$ cat config.mk
export PLATFORM = sky130hd
export DESIGN_NAME = rf_hazard_scheduler
export DESIGN_NICKNAME = d
export VERILOG_FILES = /design/src/rtl/rf_sched_pkg.sv /design/src/rtl/rf_busy_table.sv /design/src/rtl/rf_hazard_scheduler.sv
export SDC_FILE = /design/constraint.sdc
export NUM_CORES = 1
export LEC_CHECK = 0
export ABC_AREA = 1
export CAP_MARGIN = 5
export CORE_UTILIZATION = 56
export DETAILED_ROUTE_END_ITERATION = 6
export GPL_TIMING_DRIVEN = 0
export HOLD_SLACK_MARGIN = 0.02
export PLACE_DENSITY = 0.95
export SLEW_MARGIN = 20
export SYNTH_ARGS = -nofsm -noshare
export SYNTH_HDL_FRONTEND = slang
export SYNTH_SLANG_ARGS = --single-unit
$ cat constraint.sdc
create_clock -name clk -period 5.1 [get_ports clk]
set_clock_uncertainty 0.15 [all_clocks]
set_input_delay 1.275 -clock clk [delete_from_list [all_inputs] [get_ports clk]]
set_output_delay 1.275 -clock clk [all_outputs]
set_load 0.005 [all_outputs]
$ cat src/rtl/rf_sched_pkg.sv
// Shared types and helpers for the register-file issue scheduler.
// Defines the register count, the scheduler state encoding and a one-hot decoder.
package rf_sched_pkg;

  localparam int NUM_REGS = 16;
  localparam int ADDR_W   = $clog2(NUM_REGS);

  typedef enum logic [1:0] {
    RUN    = 2'd0,
    DRAIN  = 2'd1,
    HALTED = 2'd2
  } sched_state_t;

  function automatic logic [NUM_REGS-1:0] onehot(input logic [ADDR_W-1:0] addr);
    logic [NUM_REGS-1:0] vec;
    vec       = '0;
    vec[addr] = 1'b1;
    return vec;
  endfunction

endpackage

$ cat src/rtl/rf_busy_table.sv
// Per-register busy scoreboard: one bit per register, set at issue, cleared at writeback.
// R0 is never marked busy; a same-cycle set and clear of one bit leaves it set.
module rf_busy_table
  import rf_sched_pkg::*;
(
  input  logic                clk,
  input  logic                rst,
  input  logic                set_en,
  input  logic [ADDR_W-1:0]   set_addr,
  input  logic                clr_en,
  input  logic [ADDR_W-1:0]   clr_addr,
  output logic [NUM_REGS-1:0] busy_mask,
  output logic [NUM_REGS-1:0] clr_vec,
  output logic [NUM_REGS-1:0] busy_next
);

  localparam logic [NUM_REGS-1:0] R0_MASK = {{(NUM_REGS-1){1'b1}}, 1'b0};

  logic [NUM_REGS-1:0] set_vec;

  // NOTE: every signal written here gets a value on every path first, so no latch is inferred.
  always_comb begin
    set_vec   = '0;
    clr_vec   = '0;
    if (set_en) set_vec = onehot(set_addr) & R0_MASK;
    if (clr_en) clr_vec = onehot(clr_addr) & R0_MASK;
    // Clear first, then OR in the set, so the set wins on a collision.
    busy_next = (busy_mask & ~clr_vec) | set_vec;
  end

  // NOTE: sequential state uses non-blocking assignments so all flops update from pre-edge values.
  // NOTE: this is a flop vector rather than a RAM, so it takes the async reset like any other state.
  always_ff @(posedge clk or posedge rst) begin
    if (rst) busy_mask <= '0;
    else     busy_mask <= busy_next;
  end

endmodule

$ cat src/rtl/rf_hazard_scheduler.sv
// ID-stage issue scheduler: stalls decode on RAW/WAW hazards against the busy scoreboard
// and sequences HLT through a drain of outstanding writes before asserting halted.
module rf_hazard_scheduler
  import rf_sched_pkg::*;
#(
  parameter bit BYPASS_WB = 1'b1,
  parameter int DRAIN_TMO = 64
) (
  input  logic                clk,
  input  logic                rst,
  input  logic                id_valid,
  input  logic [ADDR_W-1:0]   id_p0_addr,
  input  logic                id_re0,
  input  logic [ADDR_W-1:0]   id_p1_addr,
  input  logic                id_re1,
  input  logic [ADDR_W-1:0]   id_dst_addr,
  input  logic                id_we,
  input  logic                id_hlt,
  input  logic                wb_valid,
  input  logic [ADDR_W-1:0]   wb_dst_addr,
  output logic                issue,
  output logic                stall,
  output logic [NUM_REGS-1:0] busy_mask,
  output logic                halted,
  output logic                err_spurious,
  output logic                err_timeout
);

  localparam logic [7:0] TMO_CNT = 8'(DRAIN_TMO);

  sched_state_t        state;
  logic [7:0]          drain_cnt;
  logic [NUM_REGS-1:0] clr_vec;
  logic [NUM_REGS-1:0] busy_next;
  logic [NUM_REGS-1:0] eff_busy;
  logic                hazard;
  logic                in_run;
  logic                set_en;
  logic                spurious;

  rf_busy_table u_busy_table (
    .clk       (clk),
    .rst       (rst),
    .set_en    (set_en),
    .set_addr  (id_dst_addr),
    .clr_en    (wb_valid),
    .clr_addr  (wb_dst_addr),
    .busy_mask (busy_mask),
    .clr_vec   (clr_vec),
    .busy_next (busy_next)
  );

  // Bit 0 of the scoreboard is never set, so R0 operands cannot raise a hazard.
  always_comb begin
    eff_busy = BYPASS_WB ? (busy_mask & ~clr_vec) : busy_mask;
    hazard   = (id_re0 & eff_busy[id_p0_addr])
             | (id_re1 & eff_busy[id_p1_addr])
             | (id_we  & eff_busy[id_dst_addr]);
    in_run   = (state == RUN);
    issue    = id_valid & in_run & ~hazard;
    stall    = id_valid & ~(in_run & ~hazard);
    set_en   = issue & id_we & ~id_hlt;
    spurious = wb_valid & (wb_dst_addr != '0) & ~busy_mask[wb_dst_addr];
  end

  always_ff @(posedge clk or posedge rst) begin
    if (rst) begin
      state        <= RUN;
      drain_cnt    <= '0;
      halted       <= 1'b0;
      err_spurious <= 1'b0;
      err_timeout  <= 1'b0;
    end else begin
      if (spurious) err_spurious <= 1'b1;
      case (state)
        RUN: begin
          if (issue && id_hlt) begin
            state     <= DRAIN;
            drain_cnt <= '0;
          end
        end
        DRAIN: begin
          // Saturating count; the timeout flags but does not abandon the drain.
          if (drain_cnt != TMO_CNT) drain_cnt <= drain_cnt + 8'd1;
          if (drain_cnt == TMO_CNT - 8'd1) err_timeout <= 1'b1;
          if (busy_next == '0) begin
            state  <= HALTED;
            halted <= 1'b1;
          end
        end
        HALTED: halted <= 1'b1;
        default: state <= RUN;
      endcase
    end
  end

endmodule

**Word-level counts from Yosys, hierarchy flattened**

Index checks and enable logic that the tools add are counted.

- Register bits after elaboration: 29
- Bits in latches: 0
- Memory bits (writable): 0
- ROM bits: 0
- Output and inout port bits: 21
- Memories: 0

- $add $sub $neg: 1
- Multipliers: 0
- Divide/modulo/power cells: 0
- Magnitude comparators: 6
- Equality and inequality tests: 7
- Shifts and indexed selects: 0
- Multiplexer cells: 22
- Bitwise operators: 21
- Reductions and logical operators: 12

Operators by type and width:

| kind | number |
|---|---|
| 16-bit two-way mux | 2 |
| 4-bit by 5-bit < comparator with 1-bit output, second input constant | 4 |
| 16-bit bitwise AND | 1 |
| 1-bit binary-select mux with 4-bit select | 4 |
| 16-bit zero test | 1 |
| 8-bit two-way mux | 2 |
| 16-bit inverter | 1 |
| 16-bit OR | 1 |
| 8-bit one-hot mux with 2 select lines | 1 |
| 1-bit bitwise AND | 11 |
| 8-bit by 1-bit adder with 8-bit output, second input constant | 1 |
| 1-bit demux with 4-bit select | 2 |
| 8-bit by 6-bit equality test with 1-bit output, second input constant | 1 |
| 4-bit by 1-bit >= comparator with 1-bit output, second input constant | 2 |
| 8-bit by 7-bit inequality test with 1-bit output, second input constant | 1 |
| 1-bit two-way mux | 7 |
| 2-bit one-hot mux with 3 select lines | 1 |
| 3-bit AND reduction | 2 |
| 1-bit inverter | 5 |
| 2-bit two-way mux | 2 |
| 2-bit inequality test, second input constant | 2 |
| 2-bit AND reduction | 2 |
| 2-bit nonzero test | 2 |
| 4-bit nonzero test | 1 |
| 7 further kinds | 10 |

**Depth between registers and ports, before layout**

- Depth in word-level cells: 21
- Depth in mapped cells: 21

**Cells and area by module**

From an unflattened synthesis, not the netlist that was laid out.

- Cells, all modules: 394
- Area total of the unflattened synthesis: 2,386.0 µm²

Modules (own cells, without submodules):

| module | times used | cells an instance | area an instance (µm²) | seq. area each (µm²) |
|---|---|---|---|---|
| rf_hazard_scheduler | 1 | 265 | 1,508.9 | 325.3 |
| rf_busy_table | 1 | 129 | 877.1 | 375.4 |

**Least setup slack after synthesis**

OpenSTA, ideal clock, no wires.

- Kind: input port to output port
- Start: in id_p0_addr[0]
- End: out stall
- Arrival time: 2,561 ps
- Path slack: 1,114 ps
- Stages: 10
- Path buffers: 2
- Cell sequence: clkbuf_1 inv_1 o21ai_0 o21ai_1 nor2_1 nor2_1 nor2_2 nor2_4 buf_4 a21oi_1

- Cells in the longest elaborated chain, start to end: 9

Ends and longest elaborated chain:

| what | line | text |
|---|---|---|
| from (decl) | rf_hazard_scheduler.sv:12 | `input logic [ADDR_W-1:0] id_p0_addr,` |
| 1-bit binary-select mux with 4-bit select | rf_hazard_scheduler.sv:56 | `hazard = (id_re0 & eff_busy[id_p0_addr])` |
| 1-bit two-way mux (implied by the code) | rf_hazard_scheduler.sv:56 |  |
| 1-bit bitwise AND | rf_hazard_scheduler.sv:56 |  |
| 1-bit OR | rf_hazard_scheduler.sv:57 | `\| (id_re1 & eff_busy[id_p1_addr])` |
| 1-bit OR | rf_hazard_scheduler.sv:58 | `\| (id_we & eff_busy[id_dst_addr]);` |
| 1-bit inverter | rf_hazard_scheduler.sv:61 | `stall = id_valid & ~(in_run & ~hazard);` |
| 1-bit bitwise AND | rf_hazard_scheduler.sv:61 |  |
| 1-bit inverter | rf_hazard_scheduler.sv:61 |  |
| 1-bit bitwise AND | rf_hazard_scheduler.sv:61 |  |
| to (decl) | rf_hazard_scheduler.sv:22 | `output logic stall,` |

No other way between the ends. The select of a mux whose other input is x is not followed.

**Final worst setup path**

- Start: in id_dst_addr[3]
- End: out issue

- Cells in the longest elaborated chain, start to end: 6

Ends and longest elaborated chain:

| what | line | text |
|---|---|---|
| from (decl) | rf_hazard_scheduler.sv:16 | `input logic [ADDR_W-1:0] id_dst_addr,` |
| 1-bit binary-select mux with 4-bit select | rf_hazard_scheduler.sv:58 |  |
| 1-bit two-way mux (implied by the code) | rf_hazard_scheduler.sv:58 |  |
| 1-bit bitwise AND | rf_hazard_scheduler.sv:58 |  |
| 1-bit OR | rf_hazard_scheduler.sv:58 |  |
| 1-bit inverter | rf_hazard_scheduler.sv:60 | `issue = id_valid & in_run & ~hazard;` |
| 1-bit bitwise AND | rf_hazard_scheduler.sv:60 |  |
| to (decl) | rf_hazard_scheduler.sv:21 | `output logic issue,` |

No other way between the ends. The select of a mux whose other input is x is not followed.

==> out/qor.txt <==
die outline area - 4164 um2
count leader, synth - nand2_1
Antenna Cells - 0
top cells by count, synth - nand2_1 (87), nand3_1 (71), nor2_1 (43)
Initial Util - 0.5892
worst vdd ir - 0.2169 mV
die height - 64.53 um
post-synth top area cell - dfrtp_1
Seq/Total Area, Yosys - 0.3200
worst slew pin tran - 715.3 ps
Critical Path Start - id_dst_addr[3]
synth top area cells - dfrtp_1 (32%), nand3_1 (16%), nand2_1 (15%)
Synth async-reset ratio - 1.000
Final Total Pwr - 749.4 uW
post-route antenna net violation count - 0
CP required - 3670 ps
Vias - 2,579
vias per cell - 5.875
total track usage - 0.3229
Clock power frac - 0.232
# fillers - 306
#FFs+latches synth - 28
DP Wirelength - 4747 um
Final Util - 0.7505
area fraction of the dominant cell type after synthesis - 0.3200
Comb power frac - 0.369
Area Overhead vs Synth - 27.37%
CTS HTree Levels - 1
crit path DAT - 3480 ps
CTS tree - done
post-synth cell types - 32
R2R Path Start - u_busy_table.busy_mask[12]$_DFF_PP0_
Max Freq - 203.9 MHz
Sink Count - 28
yosys warns - 0
critical path launch point type - input pin
Final Setup Violations - 0
first-pass GRT wire length - 10,520 um
internal power - 475.5 uW
Core Region - 3716 um2
sequential power share - 0.399
NetSw - 273.9 uW
Leakage - 1.357 nW
clock root cell - clkbuf_8
Routed WL per cell - 14.21 um
sw frac - 0.3655
drt first pass iters - 6
final hold slack - 325.6 ps
Clock Latency Late Sink - 270 ps
cts hold-fix bufs - 0
Syn Nets - 369
status - completed
die width - 64.53 um
EDFF count, synth - 0
CP Max Fanout - 4
Setup crit end kind - output pin
TritonCTS buffer count - 3
HP Class - reg -> reg
Post-Syn Area per Cell - 6.384 um2
vias in the first global route - 2,282
clk slew on worst S/H paths - 100 ps
final WL - 6240 um
Nets - 418
RSZ-0062 raised after global routing - false
Primary FF master, synth - dfrtp_1
I/O Buffers - 41
final-report hold violation count - 0
DRC - 0
I/O Pins - 45
Slew Limit Fails - 0
Site Rows - 22
PD cells - 268.7 nW/um2
maxcap violations - 0
share of layout cells above drive strength 1 - 0.1074
post-layout min period - 4905 ps
final period utilization - 0.9617
Post-Syn Area - 2190 um2
largest net degree at the start of global routing - 29
placer congestion estimate - 0.9819
gr ovfl total - 0
Mapped Cells - 343
origin of the worst min-delay path - err_timeout$_DFFE_PP0P_
Worst slew margin - 0.5195
clock tree buffer depth - 2
initial antenna violation count - 0
CP Class - in -> out
1st-iter DRT viols - 441
-- power by group through the flow --
| stage | registers (mW) | logic [mW] | clock network, mW |
|---|---|---|---|
| final | 0.299 | 0.276 | 0.174 |
| after global routing | 0.305 | 0.311 | 0.185 |
| after CTS | 0.296 | 0.267 | 0.174 |
| after detailed placement | 0.300 | 0.264 | 0 |
| after global placement | 0.298 | 0.258 | 0 |
| after floorplan | 0.293 | 0.170 | 0 |
-- registers in the layout (all words and copies together), names as in the netlist --
signal,count
u_busy_table.busy_mask,15
halted,1
err_timeout,1
drain_cnt,8
state,2
err_spurious,1
-- worst max-delay path: stages --
cell	delay, ps
clkdlybuf4s50_1	520
inv_1	70
nor2_1	110
inv_1	100
nor2_2	110
a21oi_1	70
nand2_1	80
a21oi_1	40
nand2_1	100
nand2_2	90
buf_4	150
nor3b_4	230
clkdlybuf4s50_1	530
-- cells by family (layout without fill, tap and decap cells) --
family | after synthesis | count (layout) | synth area share
adder cells (fa/ha/maj) | 2 | 2 | 0.01143
buffers and inverters | 48 | 96 | 0.08685
other | 1 | 1 | 0.001713
flip-flops | 28 | 28 | 0.3200
AND/OR/NAND/NOR | 233 | 233 | 0.4909
AO/OA/AOI/OAI | 29 | 29 | 0.08115
XOR/XNOR | 2 | 2 | 0.008001
-- layout by cell type (no fill, tap or decap), types with 2 or more instances in the layout --
cell / count
nand2_1: 84
nand3_1: 68
nor2_1: 39
inv_1: 35
clkdlybuf4s50_1: 33
dfrtp_1: 28
nand4_1: 17
nand2_2: 6
o21ai_0: 6
a21oi_1: 6
a22oi_1: 6
inv_2: 5
nor2_4: 5
buf_4: 5
o21ai_1: 5
clkbuf_1: 4
nand3_2: 4
nor2_2: 4
clkbuf_2: 4
nor3_1: 3
clkbuf_8: 3
dlymetal6s2s_1: 3
xor2_1: 2
ha_1: 2
-- what timing repair did --
action / CTS / global route
gates resized for setup: 11 / 21
setup buffers: 1 / 2
endpoints found under the setup margin: 2 / 2
pin swaps: 1 / 2
-- layout make-up --
cell class / instances / area, um2 / area share
clock inverters: 1 / 30.03 / 0.01077
flip-flops and latches: 28 / 700.7 / 0.2512
plain buffers: 7 / 41.29 / 0.01480
inverters: 41 / 155.1 / 0.05563
well taps: 48 / 60.06 / 0.02153
repair buffers: 44 / 419.2 / 0.1503
multi-input cells: 267 / 1341 / 0.4809
clock buffers: 3 / 41.29 / 0.01480
-- metrics by stage --
stage	instances	TNS, ps	setup WS, ps	instance area, um2
5_1_grt	439	0	3.758	2789
3_3_place_gp	432	-115.6	-108.9	2660
6_report	439	0	195.3	2789
4_1_cts	437	0	34.68	2750
3_5_place_dp	432	-160.3	-127.1	2660
2_1_floorplan	343	0	1114	2190
-- path summary, 6_finish.rpt --
kind | slack (ps) | depth (start not counted) | to
min in group asynchronous | 1210 | 2 | drain_cnt[5]$_DFFE_PP0P_
min | 330 | 2 | err_timeout$_DFFE_PP0P_
max reg2reg | 2560 | 18 | drain_cnt[5]$_DFFE_PP0P_
max | 200 | 13 | issue
min reg2reg | 330 | 2 | err_timeout$_DFFE_PP0P_
max in group asynchronous | 3200 | 2 | u_busy_table.busy_mask[2]$_DFF_PP0_
-- metal layers --
metal	part of all wire	GRT usage
met5	0	0
met4	0.029	0.1278
met3	0.083	0.04577
met2	0.45	0.4987
met1	0.44	0.4545
No activity file was read; power rests on OpenSTA's default activity.
